### config.mk
export PLATFORM = sky130hd
export DESIGN_NAME = dsp
export DESIGN_NICKNAME = d
export VERILOG_FILES = /design/src/rtl/dsp_pkg.sv /design/src/rtl/dsp_reg_mux.sv /design/src/rtl/dsp.sv
export SDC_FILE = /design/constraint.sdc
export NUM_CORES = 2
export LEC_CHECK = 0
export BUFFER_PORTS_ARGS = -buffer_cell sky130_fd_sc_hd__buf_4
export CORE_UTILIZATION = 55
export CTS_CLUSTER_SIZE = 30
export DETAILED_ROUTE_END_ITERATION = 8
export MAX_ROUTING_LAYER = met4
export PLACE_DENSITY = 0.79
export REMOVE_ABC_BUFFERS = 1
export SYNTH_ARGS = -nofsm -noshare
export SYNTH_HDL_FRONTEND = slang
export SYNTH_SLANG_ARGS = --single-unit
### constraint.sdc
create_clock -name clk -period 6.8 [get_ports clk]
set_input_delay 0.34 -clock clk [delete_from_list [all_inputs] [get_ports clk]]
set_output_delay 0.34 -clock clk [all_outputs]
set_load 0.01 [all_outputs]
### src/rtl/dsp_pkg.sv
// Shared constants for the dsp MAC slice: opMode bit positions and X/Z mux encodings.
package dsp_pkg;

    localparam int unsigned OpmXLsb     = 0;
    localparam int unsigned OpmZLsb     = 2;
    localparam int unsigned OpmPreSel   = 4;
    localparam int unsigned OpmCarry    = 5;
    localparam int unsigned OpmPreSub   = 6;
    localparam int unsigned OpmPostSub  = 7;

    typedef enum logic [1:0] {
        XZero   = 2'd0,
        XMul    = 2'd1,
        XP      = 2'd2,
        XConcat = 2'd3
    } x_sel_e;

    typedef enum logic [1:0] {
        ZZero = 2'd0,
        ZPcin = 2'd1,
        ZP    = 2'd2,
        ZC    = 2'd3
    } z_sel_e;

endpackage

### src/rtl/dsp_reg_mux.sv
// One pipeline stage: a clock-enabled register with sync reset, or a plain wire when SEL = 0.
module reg_mux #(
    parameter int unsigned WIDTH = 18,
    parameter int unsigned SEL   = 1
) (
    input  logic             clk,
    input  logic             ce,
    input  logic             rst,
    input  logic [WIDTH-1:0] d,
    output logic [WIDTH-1:0] q
);

    if (SEL != 0) begin : g_reg
        always_ff @(posedge clk) begin
            if (rst) begin
                q <= '0;
            end else if (ce) begin
                q <= d;
            end
        end
    end else begin : g_wire
        // Bypassed stages ignore clock, enable and reset.
        logic unused_ctrl;
        assign unused_ctrl = ^{clk, ce, rst};
        assign q = d;
    end

endmodule

### src/rtl/dsp.sv
// Pipelined 18x18 MAC slice: pre-adder on D/B, unsigned multiply by A, 48-bit post-adder.
module dsp
    import dsp_pkg::*;
#(
    parameter int unsigned A0REG       = 0,
    parameter int unsigned A1REG       = 1,
    parameter int unsigned B0REG       = 0,
    parameter int unsigned B1REG       = 1,
    parameter int unsigned CREG        = 1,
    parameter int unsigned DREG        = 1,
    parameter int unsigned MREG        = 1,
    parameter int unsigned PREG        = 1,
    parameter int unsigned CARRYINREG  = 1,
    parameter int unsigned CARRYOUTREG = 1,
    parameter int unsigned OPMODEREG   = 1,
    parameter string       CARRYINSEL  = "OPMODE5",
    parameter string       B_INPUT     = "DIRECT"
) (
    input  logic        clk,
    input  logic        rstA,
    input  logic        rstB,
    input  logic        rstC,
    input  logic        rstCarryIn,
    input  logic        rstD,
    input  logic        rstM,
    input  logic        rstOpMode,
    input  logic        rstP,
    input  logic [7:0]  opMode,
    input  logic        CEA,
    input  logic        CEB,
    input  logic        CEC,
    input  logic        CECarryIn,
    input  logic        CED,
    input  logic        CEM,
    input  logic        CEOpMode,
    input  logic        CEP,
    input  logic [17:0] A,
    input  logic [17:0] B,
    input  logic [17:0] D,
    input  logic [47:0] C,
    input  logic        carryIn,
    input  logic [17:0] BCIn,
    input  logic [47:0] PCIn,
    output logic [17:0] BCOut,
    output logic [47:0] PCOut,
    output logic [47:0] P,
    output logic [35:0] M,
    output logic        carryOut,
    output logic        carryOutF
);

    logic [7:0]  opmode_q;
    logic [17:0] a0_q, a1_q, b_src, b0_q, b1_d, b1_q, d_q, pre_sum;
    logic [47:0] c_q, p_q, x_mux, z_mux;
    logic [35:0] m_d, m_q;
    logic        cyi_d, cyi_q, cyo_q;
    logic [48:0] post_sum;

    if (B_INPUT == "DIRECT") begin : g_b_direct
        assign b_src = B;
    end else if (B_INPUT == "CASCADE") begin : g_b_cascade
        assign b_src = BCIn;
    end else begin : g_b_zero
        assign b_src = '0;
    end

    if (CARRYINSEL == "OPMODE5") begin : g_cy_opmode
        assign cyi_d = opmode_q[OpmCarry];
    end else if (CARRYINSEL == "CARRYIN") begin : g_cy_port
        assign cyi_d = carryIn;
    end else begin : g_cy_zero
        assign cyi_d = 1'b0;
    end

    // Inputs that only some parameterisations consume.
    logic unused_inputs;
    assign unused_inputs = ^{B, BCIn, carryIn};

    reg_mux #(.WIDTH(8), .SEL(OPMODEREG)) u_opmode (
        .clk(clk), .ce(CEOpMode), .rst(rstOpMode), .d(opMode), .q(opmode_q)
    );
    reg_mux #(.WIDTH(18), .SEL(A0REG)) u_a0 (
        .clk(clk), .ce(CEA), .rst(rstA), .d(A), .q(a0_q)
    );
    reg_mux #(.WIDTH(18), .SEL(A1REG)) u_a1 (
        .clk(clk), .ce(CEA), .rst(rstA), .d(a0_q), .q(a1_q)
    );
    reg_mux #(.WIDTH(18), .SEL(B0REG)) u_b0 (
        .clk(clk), .ce(CEB), .rst(rstB), .d(b_src), .q(b0_q)
    );
    reg_mux #(.WIDTH(18), .SEL(DREG)) u_d (
        .clk(clk), .ce(CED), .rst(rstD), .d(D), .q(d_q)
    );
    reg_mux #(.WIDTH(48), .SEL(CREG)) u_c (
        .clk(clk), .ce(CEC), .rst(rstC), .d(C), .q(c_q)
    );

    assign pre_sum = opmode_q[OpmPreSub] ? (d_q - b0_q) : (d_q + b0_q);
    assign b1_d    = opmode_q[OpmPreSel] ? pre_sum : b0_q;

    reg_mux #(.WIDTH(18), .SEL(B1REG)) u_b1 (
        .clk(clk), .ce(CEB), .rst(rstB), .d(b1_d), .q(b1_q)
    );

    assign m_d = 36'(b1_q) * 36'(a1_q);

    reg_mux #(.WIDTH(36), .SEL(MREG)) u_m (
        .clk(clk), .ce(CEM), .rst(rstM), .d(m_d), .q(m_q)
    );
    reg_mux #(.WIDTH(1), .SEL(CARRYINREG)) u_cyi (
        .clk(clk), .ce(CECarryIn), .rst(rstCarryIn), .d(cyi_d), .q(cyi_q)
    );

    always_comb begin
        x_mux = '0;
        unique case (x_sel_e'(opmode_q[OpmXLsb +: 2]))
            XZero:   x_mux = '0;
            XMul:    x_mux = {12'd0, m_q};
            XP:      x_mux = p_q;
            XConcat: x_mux = {d_q[11:0], a1_q, b1_q};
            default: x_mux = '0;
        endcase
    end

    always_comb begin
        z_mux = '0;
        unique case (z_sel_e'(opmode_q[OpmZLsb +: 2]))
            ZZero:   z_mux = '0;
            ZPcin:   z_mux = PCIn;
            ZP:      z_mux = p_q;
            ZC:      z_mux = c_q;
            default: z_mux = '0;
        endcase
    end

    // Bit 48 is the carry when adding and the borrow when subtracting.
    always_comb begin
        post_sum = '0;
        if (opmode_q[OpmPostSub]) begin
            post_sum = {1'b0, z_mux} - {1'b0, x_mux} - 49'(cyi_q);
        end else begin
            post_sum = {1'b0, z_mux} + {1'b0, x_mux} + 49'(cyi_q);
        end
    end

    reg_mux #(.WIDTH(48), .SEL(PREG)) u_p (
        .clk(clk), .ce(CEP), .rst(rstP), .d(post_sum[47:0]), .q(p_q)
    );
    reg_mux #(.WIDTH(1), .SEL(CARRYOUTREG)) u_cyo (
        .clk(clk), .ce(CECarryIn), .rst(rstCarryIn), .d(post_sum[48]), .q(cyo_q)
    );

    assign BCOut     = b1_q;
    assign M         = m_q;
    assign P         = p_q;
    assign PCOut     = p_q;
    assign carryOut  = cyo_q;
    assign carryOutF = cyo_q;

endmodule

==> Word-level counts from Yosys, hierarchy flattened <==
Index checks and enable logic that the tools add are counted.
{ "totals": {"out_inout_bits": 152, "wordCells": 29, "register_bits": 196, "inputBits": 194} }
{ "op_classes": {"addsub": 6, "reduce_logical": 2, "multipliers": 1, "mux": 5, "n_eq_ne": 6} }
{ "ops": {"columns": ["operator", "n"], "rows": [
  ["48-bit case mux with 4 select lines", 2],
  ["48-bit by 48-bit adder with 49-bit output", 1],
  ["49-bit by 1-bit adder with 49-bit output", 1],
  ["49-bit two-way mux", 1],
  ["48-bit by 48-bit subtractor with 49-bit output", 1],
  ["49-bit by 1-bit subtractor with 49-bit output", 1],
  ["18-bit by 18-bit multiplier with 36-bit output", 1],
  ["18-bit two-way mux", 2],
  ["18-bit adder", 1],
  ["18-bit subtractor", 1],
  ["2-bit == test, second input constant", 4],
  ["2-bit by 1-bit == test with 1-bit output, second input constant", 2],
  ["2-bit logical NOT", 2]
]} }

==> Logic depth before layout (Yosys ltp) <==
{ "logic_depth": {"depth_word": 5, "depth_mapped": 26, "depth_no_buf": 25} }

==> Hierarchy <==
From an unflattened synthesis, not the netlist that was laid out.
{ "hier_totals": {"cells_unflattened": 3316, "hier_area_um2": 27970.6} }
{ "by_module_without_submodules": {"columns": ["module", "area_per_inst_um2", "cells_per_inst", "seq_area_each_um2", "instances"], "rows": [
  ["dsp", 20634.8, 2648, 0.0, 1],
  ["reg_mux (u_c ...)", 1729.2, 155, 960.9, 2],
  ["reg_mux (u_a1 ...)", 649.4, 58, 360.3, 3],
  ["reg_mux (u_m)", 1306.3, 116, 720.7, 1],
  ["reg_mux (u_opmode)", 285.3, 26, 160.2, 1],
  ["reg_mux (u_a0 ...)", 135.1, 18, 0.0, 2],
  ["reg_mux (u_cyi ...)", 33.8, 3, 20.0, 2]
]} }

==> Worst setup path after synthesis <==
No wires, ideal clock.
{ "synth_timing": {"path_kind": "reg2reg", "from": "reg u_b1.q[16]", "to": "reg u_m.q[30]", "required_time_ns": 6.671, "path_buffers": 2, "slack_ns": 0.325, "arrival_time_ns": 6.346, "period_less_slack_ns": 6.475, "setup_ns": 0.129, "path_stages_with_launch": 25, "path_cell_list": "dfxtp_1 clkbuf_1 clkbuf_1 nand2_1 fa_1 fa_1 fa_1 inv_1 fa_1 fa_1 inv_1 fa_1 inv_1 ha_1 a21o_1 a21o_1 a21o_1 a21o_1 a31o_2 or3_1 a31oi_1 nor2_1 a21boi_0 xor2_1 o22ai_1"} }
{ "synth_between": {"elab_chain_cells": 1} }
{ "synth_rtl": {"columns": ["item", "line_no", "text"], "rows": [
  ["start: declaration", "dsp_reg_mux.sv:10", "output logic [WIDTH-1:0] q"],
  ["start signal: assignment", "dsp_reg_mux.sv:16", "q <= '0;"],
  ["start signal: assignment", "dsp_reg_mux.sv:18", "q <= d;"],
  ["18-bit by 18-bit multiplier with 36-bit output", "dsp.sv:105", "assign m_d = 36'(b1_q) * 36'(a1_q);"],
  ["end signal: assignment", "dsp_reg_mux.sv:16", null],
  ["end signal: assignment", "dsp_reg_mux.sv:18", null],
  ["end: declaration", "dsp_reg_mux.sv:10", null]
]} }
Every way passes these cells.
A chain may end at the register's enable or synchronous reset.

==> Final worst setup path <==
{ "layout_timing": {"from": "reg u_a1.q[8]", "to": "reg u_m.q[30]"} }
{ "layout_between": {"elab_chain_cells": 1} }
{ "layout_rtl": {"columns": ["item", "line_no"], "rows": [
  ["start: declaration", "dsp_reg_mux.sv:10"],
  ["start signal: assignment", "dsp_reg_mux.sv:16"],
  ["start signal: assignment", "dsp_reg_mux.sv:18"],
  ["18-bit by 18-bit multiplier with 36-bit output", "dsp.sv:105"]
]} }
Every way passes these cells.

==> summary.md <==
| Metric | Value |
|---|---|
| Unrepaired setup endpoints after global routing | `no` |
| Final wirelength | `79.2 mm` |
| Core box area | `49000 um^2` |
| Seq. cell area | `3930 um^2` |
| Placed wire-length estimate | `63.2 mm` |
| Mapped Area | `27300 um^2` |
| Post-synth ARST share | `0%` |
| Worst path arrival time | `6940 ps` |
| Final ANT Viol Nets | `0` |
| Status | `finished clean` |
| DP Area | `30000 um^2` |
| First-pass iteration count of the detailed router | `6` |
| Commonest non-fill, non-tap cells in the layout | `inv_1, buf_4, nand2_1` |
| Max-cap viol count | `0` |
| Fraction of final layout cells sized beyond drive strength 1 | `15.5%` |
| Psw | `2.23 mW` |
| Area of the multi-input gates | `20600 um^2` |
| Final worst slack | `254 ps` |
| CP Max Fanout | `14` |
| Fmax | `153 MHz` |
| # rows | `81` |
| Critical path type | `register to register` |
| R2R cell count | `23` |
| Pint | `2.90 mW` |
| Worst-Margin Slew | `1070 ps` |
| VDD IR max | `143 uV` |
| Most common cell after layout, fill and taps aside | `inv_1` |
| WL/cell | `19.1 um` |
| Min-Delay Path Depth | `2` |
| Leakage power | `15.4 nW` |
| Worst skew pair latency | `520 ps` |
| All-Layer GR Usage | `33.0%` |
| Setup Viol. Count Final | `0` |
| Worst-path clk slew | `90 ps` |
| Pin count of the biggest net entering global routing | `52` |
| Post-synthesis cell type count | `79` |
| CP endpoint kind | `register` |
| WHS | `50.2 ps` |
| Final Cell Area | `30600 um^2` |
| First-pass GRT wire length | `126 mm` |
| Syn_area_per_cell | `8.28 um^2` |
| Gr ovfl total | `0` |
| Max Root-Sink Buffers | `2` |
| Combinational share of power | `51.2%` |
| CTS buffer count | `17` |
| Period utilisation layout | `96.3%` |
| Synth Instances | `3295` |
| GPL Wtd Cong | `0.988` |
| Placed cells | `4109` |
| Via/cell ratio | `5.74` |
| Clock power share | `21.3%` |
| FILL cells | `4242` |
| Mux contribution to synthesized area | `8.87%` |
| Adder-cell share of the synthesized area | `31.4%` |
| Nets | `4187` |
| Clk sinks | `196` |
| Starting Density | `55.7%` |
| Final Instance Count excl. Fillers | `4142` |
| Critical path launch point type | `register` |
| Area of the die | `50500 um^2` |
| ANT cells | `0` |
| PD cells | `168 nW/um^2` |
| Part of the power in registers | `27.6%` |
| Slew Viols, Final | `0` |
| Worst Path Required | `7190 ps` |
| DR iter-0 viols | `1742` |
| Die X-Extent | `225 um` |
| Post-synthesis xor/xnor area fraction | `4.43%` |
| Ys Warns | `0` |
| Largest family of logic cells by synthesized area | `adder cells` |
| DR DRC count | `0` |
| CTS tree | `done` |
| Routed vias | `23.8k` |
| Register area share after synthesis | `14.4%` |
| Vias in the first global route | `23.4k` |
| Boundary Pins | `346` |
| DIE HEIGHT | `225 um` |
| Rel. slew slack | `28.6%` |
| Clk_skew | `17.6 ps` |
| #FFs+latches synth | `196` |
| DP Worst Slack | `351 ps` |
| Port Buf Inserts | `326` |
| Area Overhead vs Synth | `12.1%` |
| Ys flop type | `dfxtp_1` |
| Sw frac | `43.5%` |
| EDFF count, synth | `0` |
| Min-delay worst type | `input port to register` |
| Crit path time final | `6550 ps` |
| Simple-gate share of the synthesized area | `15.4%` |
| Post-synthesis compound-gate area fraction | `15.4%` |
| Antenna violations before repair | `0` |
| Root buf cell | `clkbuf_16` |
| Count of final hold-check violations | `0` |
| H-tree levels | `4` |
| Total negative slack | `0 ps` |
critical path: stages (launching register included):
cell and delay [ps]:
dfxtp_1 690, and2_1 230, fa_1 410, inv_1 80, fa_1 430, fa_1 510, inv_1 50, fa_1 530
fa_1 540, inv_1 60, fa_1 480, inv_1 40, ha_1 280, a21o_1 190, a21o_1 180, a21o_1 180
a21o_1 190, a31o_2 250, or3_1 300, a31oi_1 250, nor2_1 110, a21boi_0 220, xor2_1 160, o22ai_1 90
area by class of cell:
cell class / instances / share of cell area, %
well taps: 664 / 2.72
clock buffers: 18 / 1.44
clock inverters: 14 / 0.536
multi-input cells: 2410 / 67.4
flip-flops and latches: 196 / 12.9
repair buffers: 390 / 9.58
inverters: 450 / 5.52
cell families after synthesis:
kind of cell	count (synthesis)
adders and majority gates	528
AOI/OAI and AO/OA	612
xor gates and xnor gates	138
DFF	196
and+or+nand+nor	901
buffers and inverters	689
muxes	231
power by group through the flow:
| stage | combinational, mW | sequential (mW) | clock [mW] |
|---|---|---|---|
| after floorplan | 1.67 | 1.45 | 0 |
| after global placement | 2.54 | 1.43 | 0 |
| after detailed placement | 2.57 | 1.44 | 0 |
| after CTS | 2.60 | 1.41 | 1.10 |
| after global routing | 2.90 | 1.42 | 1.15 |
| final | 2.63 | 1.42 | 1.09 |
per-layer routing:
metal	routed length, um	share of wire [%]	global-route usage (%)	vias to the layer above
met5	0	0	-	-
met4	2340	3.0	11.5	0
met3	6040	7.6	5.58	126
met2	36900	47	52.2	903
met1	34000	43	42.7	11551
li1	-	-	-	11181
sequential cells by signal, indices dropped and copies added, names as in the netlist:
register / cells
u_c.q: 48
u_p.q: 48
u_m.q: 36
u_a1.q: 18
u_b1.q: 18
u_d.q: 18
u_opmode.q: 8
u_cyi.q: 1
u_cyo.q: 1
synthesized netlist by cell type (all sizes together) (7+ instances only):
master | n | area, um^2
ha | 267 | 3340
and2 | 144 | 901
a311oi | 11 | 96.3
nor4 | 11 | 68.8
o31ai | 12 | 90.1
nand4 | 15 | 93.8
mux2i | 147 | 1470
a31oi | 29 | 181
nand2b | 29 | 181
nor2 | 272 | 1020
xnor2 | 100 | 876
a21o | 72 | 541
a221oi | 9 | 109
inv | 449 | 1690
xor2 | 38 | 333
nand2 | 292 | 1100
nand3 | 30 | 150
a21oi | 162 | 826
or3 | 7 | 43.8
fa | 261 | 5230
and3 | 11 | 68.8
nor2b | 38 | 238
clkbuf | 168 | 631
o21bai | 20 | 150
a22oi | 20 | 150
mux2 | 84 | 950
a211oi | 42 | 315
nor3 | 27 | 135
o211ai | 13 | 97.6
o21ai | 87 | 443
buf | 71 | 450
dfxtp | 196 | 3920
a22o | 65 | 571
o21a | 14 | 105
worst paths after layout:
path	start	slack, ps	endpoint
max	u_a1.q[8]	250	u_m.q[30]
min	rstOpMode	50	u_opmode.q[3]
max reg2reg	u_a1.q[8]	250	u_m.q[30]
min reg2reg	u_c.q[0]	500	u_c.q[0]
per-stage QoR:
| step | utilization [%] | power, mW |
|---|---|---|
| 2_1_floorplan | - | 3.11 |
| 3_3_place_gp | 61.2 | 3.98 |
| 3_5_place_dp | 61.2 | 4.00 |
| 4_1_cts | 62.5 | 5.11 |
| 5_1_grt | 62.5 | 5.48 |
| 6_report | 62.5 | 5.14 |
timing repair:
action / in CTS / in global routing
endpoints found under the setup margin: 0 / 2
setup buffers: 0 / 0
endpoints found under the hold margin: 1 / 0
resized for setup: 0 / 2
hold buffers: 1 / 0
(Power assumes the default switching activity.)
